--- src/rtl/cnt161_sequencer_pkg.sv ---
// Shared definitions for the cnt161 cascade sequencer: FSM state encoding and
// default widths for the controlled counter cascade and the repeat count.
package cnt161_sequencer_pkg;

  localparam int unsigned WIDTH_DEF = 12;
  localparam int unsigned REPW_DEF  = 8;

  typedef enum logic [2:0] {
    ST_IDLE,
    ST_CLEAR,
    ST_LOAD,
    ST_RUN,
    ST_DONE
  } state_e;

endpackage

--- src/rtl/cnt161_sequencer_rep.sv ---
// rep_down_counter: REPW-bit repeat counter with load, decrement and
// is-one / is-zero flags.
//   clk_i, reset_bar_i : clock, synchronous active-low reset
//   load_i, load_val_i : load a new repeat count
//   dec_i              : decrement by one (load has priority)
//   is_one_o           : count equals 1
//   is_zero_o          : count equals 0 (free-run when loaded with 0)
module rep_down_counter #(
  parameter int unsigned REPW = 8
) (
  input  logic            clk_i,
  input  logic            reset_bar_i,
  input  logic            load_i,
  input  logic [REPW-1:0] load_val_i,
  input  logic            dec_i,
  output logic            is_one_o,
  output logic            is_zero_o
);

  logic [REPW-1:0] cnt_q;
  logic [REPW-1:0] cnt_d;

  // Next count: load wins over decrement.
  always_comb begin
    cnt_d = cnt_q;
    if (load_i) begin
      cnt_d = load_val_i;
    end else if (dec_i) begin
      cnt_d = cnt_q - REPW'(1);
    end
  end

  always_ff @(posedge clk_i) begin
    if (!reset_bar_i) begin
      cnt_q <= '0;
    end else begin
      cnt_q <= cnt_d;
    end
  end

  assign is_one_o  = (cnt_q == REPW'(1));
  assign is_zero_o = (cnt_q == '0);

endmodule

--- src/rtl/cnt161_sequencer.sv ---
// Sequencer that clears, loads and runs an external cascade of 4-bit
// synchronous counter stages, reloading on ripple-carry and counting
// terminal-count events down to Done.
//   clk_i, reset_bar_i        : clock, synchronous active-low reset
//   start_i, stop_i, pause_i  : run request (IDLE only), abort, count freeze
//   preset_i, reps_i          : reload value and repeat count, captured on Start
//   cnt_rco_i                 : ripple-carry from the top cascade stage
//   cnt_clear_bar_o, cnt_load_bar_o, cnt_ent_o, cnt_enp_o, cnt_d_o : cascade control
//   busy_o, tick_o, done_o    : status (registered)
module cnt161_sequencer
  import cnt161_sequencer_pkg::*;
#(
  parameter int unsigned WIDTH = WIDTH_DEF,
  parameter int unsigned REPW  = REPW_DEF
) (
  input  logic             clk_i,
  input  logic             reset_bar_i,
  input  logic             start_i,
  input  logic             stop_i,
  input  logic             pause_i,
  input  logic [WIDTH-1:0] preset_i,
  input  logic [REPW-1:0]  reps_i,
  input  logic             cnt_rco_i,
  output logic             cnt_clear_bar_o,
  output logic             cnt_load_bar_o,
  output logic             cnt_ent_o,
  output logic             cnt_enp_o,
  output logic [WIDTH-1:0] cnt_d_o,
  output logic             busy_o,
  output logic             tick_o,
  output logic             done_o
);

  state_e           state_q, state_d;
  logic [WIDTH-1:0] preset_q, preset_d;
  logic             tick_q, tick_d;
  logic             done_q, done_d;
  logic             busy_q, busy_d;

  logic             rep_load, rep_dec, rep_is_one, rep_is_zero;
  logic             rco_event;
  logic             clear_bar_c, load_bar_c, ent_c, enp_c;

  rep_down_counter #(.REPW(REPW)) u_rep (
    .clk_i       (clk_i),
    .reset_bar_i (reset_bar_i),
    .load_i      (rep_load),
    .load_val_i  (reps_i),
    .dec_i       (rep_dec),
    .is_one_o    (rep_is_one),
    .is_zero_o   (rep_is_zero)
  );

  // A carry only counts as a terminal-count event while not paused.
  assign rco_event = cnt_rco_i && !pause_i;

  // Next-state, status and cascade-control decode.
  always_comb begin
    state_d     = state_q;
    preset_d    = preset_q;
    tick_d      = 1'b0;
    done_d      = 1'b0;
    rep_load    = 1'b0;
    rep_dec     = 1'b0;
    clear_bar_c = 1'b1;
    load_bar_c  = 1'b1;
    ent_c       = 1'b0;
    enp_c       = 1'b0;

    case (state_q)
      ST_IDLE: begin
        if (start_i) begin
          preset_d = preset_i;
          rep_load = 1'b1;
          state_d  = ST_CLEAR;
        end
      end
      ST_CLEAR: begin
        clear_bar_c = 1'b0;
        state_d     = ST_LOAD;
      end
      ST_LOAD: begin
        load_bar_c = 1'b0;
        state_d    = ST_RUN;
      end
      ST_RUN: begin
        ent_c      = 1'b1;
        enp_c      = !pause_i;
        // Reload on the same edge as the carry so the period is 2^WIDTH - preset.
        load_bar_c = !rco_event;
        if (rco_event) begin
          tick_d = 1'b1;
          // A zero repeat count means free-run: never decrement, never finish.
          if (!rep_is_zero) begin
            if (rep_is_one) begin
              done_d  = 1'b1;
              state_d = ST_DONE;
            end else begin
              rep_dec = 1'b1;
            end
          end
        end
      end
      ST_DONE: begin
        state_d = ST_IDLE;
      end
      default: begin
        state_d = ST_IDLE;
      end
    endcase

    // Abort overrides every other action in an active state.
    if (state_q != ST_IDLE && stop_i) begin
      state_d = ST_IDLE;
      tick_d  = 1'b0;
      done_d  = 1'b0;
      rep_dec = 1'b0;
    end

    // Hold the cascade quiet while reset is asserted.
    if (!reset_bar_i) begin
      clear_bar_c = 1'b1;
      load_bar_c  = 1'b1;
      ent_c       = 1'b0;
      enp_c       = 1'b0;
    end
  end

  assign busy_d = (state_d != ST_IDLE);

  always_ff @(posedge clk_i) begin
    if (!reset_bar_i) begin
      state_q  <= ST_IDLE;
      preset_q <= '0;
      tick_q   <= 1'b0;
      done_q   <= 1'b0;
      busy_q   <= 1'b0;
    end else begin
      state_q  <= state_d;
      preset_q <= preset_d;
      tick_q   <= tick_d;
      done_q   <= done_d;
      busy_q   <= busy_d;
    end
  end

  assign cnt_clear_bar_o = clear_bar_c;
  assign cnt_load_bar_o  = load_bar_c;
  assign cnt_ent_o       = ent_c;
  assign cnt_enp_o       = enp_c;
  assign cnt_d_o         = preset_q;
  assign busy_o          = busy_q;
  assign tick_o          = tick_q;
  assign done_o          = done_q;

endmodule
--- config.mk ---
export PLATFORM = sky130hd
export DESIGN_NAME = cnt161_sequencer
export DESIGN_NICKNAME = d
export VERILOG_FILES = /design/src/rtl/cnt161_sequencer_pkg.sv /design/src/rtl/cnt161_sequencer_rep.sv /design/src/rtl/cnt161_sequencer.sv
export SDC_FILE = /design/constraint.sdc
export NUM_CORES = 1
export LEC_CHECK = 0
export BUFFER_PORTS_ARGS = -buffer_cell sky130_fd_sc_hd__buf_2
export CORE_AREA = 2 2 55 57
export DETAILED_ROUTE_END_ITERATION = 10
export DIE_AREA = 0 0 57 59
export PLACE_DENSITY_LB_ADDON = 0.25
export SETUP_SLACK_MARGIN = 0.1
export SLEW_MARGIN = 25
export SYNTH_ARGS = -nofsm -noshare
export SYNTH_HDL_FRONTEND = slang
export SYNTH_HIERARCHICAL = 1
export SYNTH_SLANG_ARGS = --single-unit
--- constraint.sdc ---
create_clock -name clk_i -period 2.7 [get_ports clk_i]
set_input_delay 0.135 -clock clk_i [delete_from_list [all_inputs] [get_ports clk_i]]
set_output_delay 0.135 -clock clk_i [all_outputs]
set_load 0.02 [all_outputs]
# Yosys cells after proc, flatten, opt, wreduce, memory -nomap -nowiden

Cells that the tools add are included.

Register bits: 26
Bits of input ports: 26
Word-level logic and storage cells: 51

Add/subtract/negate cells: 1
Eq/ne operators: 4
Mux-type cells: 25
Bitwise logic cells: 3
Reductions and logical operators: 12

Operator list:

| operator                                             | number |
|---|---|
| 2-to-1 mux 1 bit                                     | 16 |
| 2-to-1 mux 8 bit                                     | 2 |
| 2-to-1 mux 3 bit                                     | 5 |
| one-hot mux 3 bit (4 select lines)                   | 1 |
| equality test 8 x 1 -> 1 bit (second input constant) | 1 |
| logical NOT 8 bit                                    | 1 |
| subtractor 8 x 1 -> 8 bit (second input constant)    | 1 |
| equality test 3 x 2 -> 1 bit (second input constant) | 2 |
| nonzero test 3 bit                                   | 2 |
| OR reduction 5 bit                                   | 1 |
| equality test 3 x 1 -> 1 bit (second input constant) | 1 |
| logical NOT 3 bit                                    | 1 |
| NOT 1 bit                                            | 3 |
| OR reduction 3 bit                                   | 1 |
| logical AND 1 bit                                    | 2 |
| logical NOT 1 bit                                    | 2 |
| one-hot mux 1 bit (2 select lines)                   | 1 |
| AND reduction 2 bit                                  | 1 |
| nonzero test 2 bit                                   | 1 |

# Logic depth before layout (Yosys ltp)

Depth in word-level cells: 8
Gate-level depth with buffers: 9

# Modules after synthesis

Netlist, hierarchy kept.

Modules (own cells, without submodules):

| module           | times used | cells an instance | area each (um^2) | seq. area each (um^2) |
|---|---|---|---|---|
| cnt161_sequencer | 1          | 86                | 783.3            | 360.3 |
| rep_down_counter | 1          | 60                | 519.2            | 160.2 |

# Worst setup path after synthesis

OpenSTA, ideal clock, no wires.

Kind: reg-to-reg
Start point: register u_rep.cnt_q[0]
End point: register u_rep.cnt_q[4]
Library setup time: 0.074 ns
Data arrival time: 2.438 ns
Setup slack: 0.188 ns
Cell stages (with the launch flop): 10
Buffers on the path: 1
Clock period less this slack: 2.512 ns
Cells stage by stage: dfxtp_1 -> inv_1 -> ha_1 -> nor4b_1 -> or4_4 -> nor3_1 -> buf_6 -> nand2_1 -> or4_2 -> a31oi_1

RTL lines:

| element                             | line                       | source |
|---|---|---|
| start: declaration                  | cnt161_sequencer_rep.sv:20 | `logic [REPW-1:0] cnt_q;` |
| start signal: assignment            | cnt161_sequencer_rep.sv:37 | `cnt_q <= cnt_d;` |
| logical NOT 8 bit                   | cnt161_sequencer_rep.sv:42 | `assign is_zero_o = (cnt_q == '0);` |
| net rep_is_zero                     | cnt161_sequencer.sv:40     | `logic rep_load, rep_dec, rep_is_one, rep_is_zero;` |
| 2-to-1 mux 1 bit                    | cnt161_sequencer.sv:94     | `if (!rep_is_zero) begin` |
| 2-to-1 mux 1 bit                    | cnt161_sequencer.sv:91     | `if (rco_event) begin` |
| 2-to-1 mux 1 bit                    | cnt161_sequencer.sv:70     | `case (state_q)` |
| 2-to-1 mux 1 bit                    | cnt161_sequencer.sv:113    | `if (state_q != ST_IDLE && stop_i) begin` |
| net rep_dec                         | cnt161_sequencer.sv:40     |  |
| nonzero test 2 bit (no source line) | -                          |  |

The timed path passes the listed nets, and every way through them passes these cells. The select of a mux whose other input is x is not followed.
A chain may end at the register's enable or synchronous reset.

# Final worst setup path

Same ends and word-level chain as after synthesis.

==> results.yml <==
pwr:
  total_power_mw: 0.733
  powerDensity_nw_per_um2: 483
  max-vdd-ir-drop_mv: 0.471
  leakage_nw: 0.654
clock_tree:
  cts_num_sinks: 26
  cts_root_buf: "clkbuf_4"
  clock_path_buffers: 2
  cts_tree: "done"
  ctsHoldBuffers: 0
  clk_latency_ns: 0.31
  path_clk_slew_ns: 0.13
  htreeDepth: 1
  cts_made_buffers: 3
global_routing:
  antenna_found_initial: 0
  overflow: 0
  grt_pass1_wl_um: 4290
  track_usage: 0.162
  first_global_vias: 1028
  use_met3: 0.0480
  grt-busiest-layer: "met2"
  grtUsageMet1: 0.187
  gr-usage-met2: 0.296
  grt_max_degree: 37
placed_design:
  hpwl_um: 1990
  dp_cells: 214
  place.port_buffers: 44
  gp_congestion: 0.766
  dpl_cell_area_um2: 1490
  place_ws_ns: 0.113
setup_path:
  cp_num_buf_inv: 1
  slowest_delay_ns: 0.55
  r2r_cells: 8
  worstReg2RegEnd: "u_rep/cnt_q[4]"
  crit_slowest_cell: "or4_4"
  reg2reg_from: "u_rep/cnt_q[0]"
  cp_data_required_time_ns: 2.95
  end_kind: "register"
  rrSetupSlack_ns: 0.27
  path_cells: "inv_1 -> ha_1 -> nor4b_1 -> or4_4 -> nor3_2 -> nand2_1 -> or4_2 -> a31oi_1"
  path_max_fanout: 6
  cp_top_family: "simple AND/OR/NAND/NOR gates"
  critical_path_class: "register to register"
  critPathLaunchType: "register"
  cp.arrival_ns: 2.68
floorplan:
  die_height_um: 59
  die_w_um: 57
  start_util: 0.481
  ioPinCount: 45
  std_cell_rows: 19
  die_area_um2: 3360
  coreArea_um2: 2710
timing:
  hold_violations: 0
  max-slew-margin-rel: 0.630
  final.setup.worst_slack_ns: 0.271
  min_period_over_period: 0.900
  clock_skew_ns: 0.00302
  fin_setup_tns_ns: 0
  rsz0062_at_grt: "false"
  min_period_ns: 2.43
  slew_viol_final: 0
  worst_pin_slew_ns: 0.556
  setup_violations: 0
  max_freq_ghz: 0.412
detailed_routing:
  avgViaCountPerCell: 5.35
  drtPass1Iterations: 4
  wl_um: 2620
  wl_per_cell_um: 12.1
  drc: 0
  initialDrtViolationCount: 31
  antenna_left: 0
  vias: 1162
synth:
  synthDistinctLibCells: 40
  synth_xor_area_frac: 0.0202
  synth-adder-area-share: 0.0288
  synthMuxAreaShare: 0
  synth-seq-cells: 26
  syn_area_um2: 1300
  syn_nets: 175
  synth_edf_count: 0
  synth_top_family_by_area: "simple AND/OR/NAND/NOR gates"
  async_reset_ff_frac: 0
  synth-simple-area-share: 0.281
  synth_seq_area_share: 0.400
  synth_ff_type: "dfxtp_1"
  synth_compound_area_frac: 0.174
  syn_inst: 146
  yosysWarnings: 6
  synth_area_per_cell_um2: 8.92
flow_run:
  drv_cap: 0
hold_path:
  hold_class: "input pin to register"
  hp-start: "preset_i[5]"
  hold_end: "cnt_d_o[5]"
  hold_path_depth: 3
finish:
  finish.instance_area_um2: 1520
  final_cell_count_no_fill: 217
  drive_above_1_share: 0.371
  num_antenna_cells: 0
  syn_to_final_growth_pct: 16.5
  fillerInstances: 261
  nets: 217
status:
  status: "finished, final reports clean"
-- registers in the layout, indices dropped and copies added (netlist names) --
signal,flops
busy_o,1
u_rep/cnt_q,8
done_o,1
state_q,3
tick_o,1
cnt_d_o,12
-- worst max path at each step --
stage              startpoint  slack (ns)        endpoint  cells past startpoint
6_report       u_rep/cnt_q[0]        0.27  u_rep/cnt_q[4]                      8
5_1_grt        u_rep/cnt_q[0]        0.11  u_rep/cnt_q[4]                      8
4_1_cts        u_rep/cnt_q[1]        0.14  u_rep/cnt_q[4]                      8
3_5_place_dp   u_rep/cnt_q[0]        0.11  u_rep/cnt_q[4]                      8
3_3_place_gp   u_rep/cnt_q[0]        0.19  u_rep/cnt_q[4]                      8
2_1_floorplan  u_rep/cnt_q[0]        0.19  u_rep/cnt_q[4]                      9
-- cell usage in the layout (no fill, tap or decap), types with 2 or more instances in the layout --
cell type and n:
a31oi_1 3, or3_2 2, o21ai_2 7, a21oi_1 2, clkbuf_4 3, xnor2_1 3, ha_1 3, or4_4 2
nand3_1 15, o21ai_0 15, inv_1 7, nand2b_1 3, nor4b_1 3, nand2_1 18, dfxtp_1 24, nor2_1 2
nor3_1 5, buf_4 3, buf_2 44
-- power breakdown --
group	switching [mW]	total, mW	internal, mW
combinational	0.0828	0.145	0.0623
clock	0.107	0.159	0.0523
sequential	0.0209	0.429	0.408
total	0.210	0.733	0.523
-- worst register-to-register path, cell delays in order, from the launching register on --
cell	delay, ns
dfxtp_4	0.39
inv_1	0.06
ha_1	0.18
nor4b_1	0.15
or4_4	0.55
nor3_2	0.16
nand2_1	0.14
or4_2	0.55
a31oi_1	0.18
-- area by class of cell --
class / count / area (µm²) / area share
repair buffers: 47 / 243 / 0.160
multi-input cells: 103 / 662 / 0.436
inverters: 7 / 26.3 / 0.0173
flip-flops and latches: 26 / 526 / 0.346
clock buffers: 3 / 22.5 / 0.0148
well taps: 31 / 38.8 / 0.0256
-- cells in the mapped netlist (2+ instances only) --
library cell / number / area share
a21oi_1: 2 / 0.0077
a31oi_1: 3 / 0.014
buf_4: 2 / 0.012
buf_6: 5 / 0.043
dfxtp_1: 26 / 0.40
ha_1: 3 / 0.029
inv_1: 7 / 0.020
nand2_1: 18 / 0.052
nand2b_1: 3 / 0.014
nand3_1: 15 / 0.058
nor2_1: 2 / 0.0058
nor3_1: 6 / 0.023
nor4b_1: 3 / 0.020
o21ai_0: 15 / 0.058
o21ai_2: 7 / 0.047
or3_2: 2 / 0.012
or4_4: 2 / 0.017
xnor2_1: 3 / 0.020
-- timing repair --
action,in CTS,in global routing
setup endpoints to repair,1,3
pin swaps,0,0
setup buffers,0,0
gates resized for setup,1,3
cloned,0,0
-- per-stage QoR --
stage | utilization | hold WS, ns
6_report | 0.560 | 0.0321
5_1_grt | 0.560 | 0.0160
4_1_cts | 0.557 | 0.0171
3_5_place_dp | 0.548 | 0.361
3_3_place_gp | 0.548 | 0.351
2_1_floorplan | - | 0.214
-- metal layers --
metal	up-vias	part of all wire
li1	603	-
met5	-	0
met2	26	0.50
met1	529	0.44
met4	0	0.0099
met3	4	0.052
-- kinds of logic after synthesis --
kind of cell,Yosys count
AND/OR/NAND/NOR,63
buffers and inverters,17
adder cells (fa/ha/maj),3
flip-flops,26
AO/OA/AOI/OAI,34
XOR/XNOR,3
(Power assumes the default switching activity.)
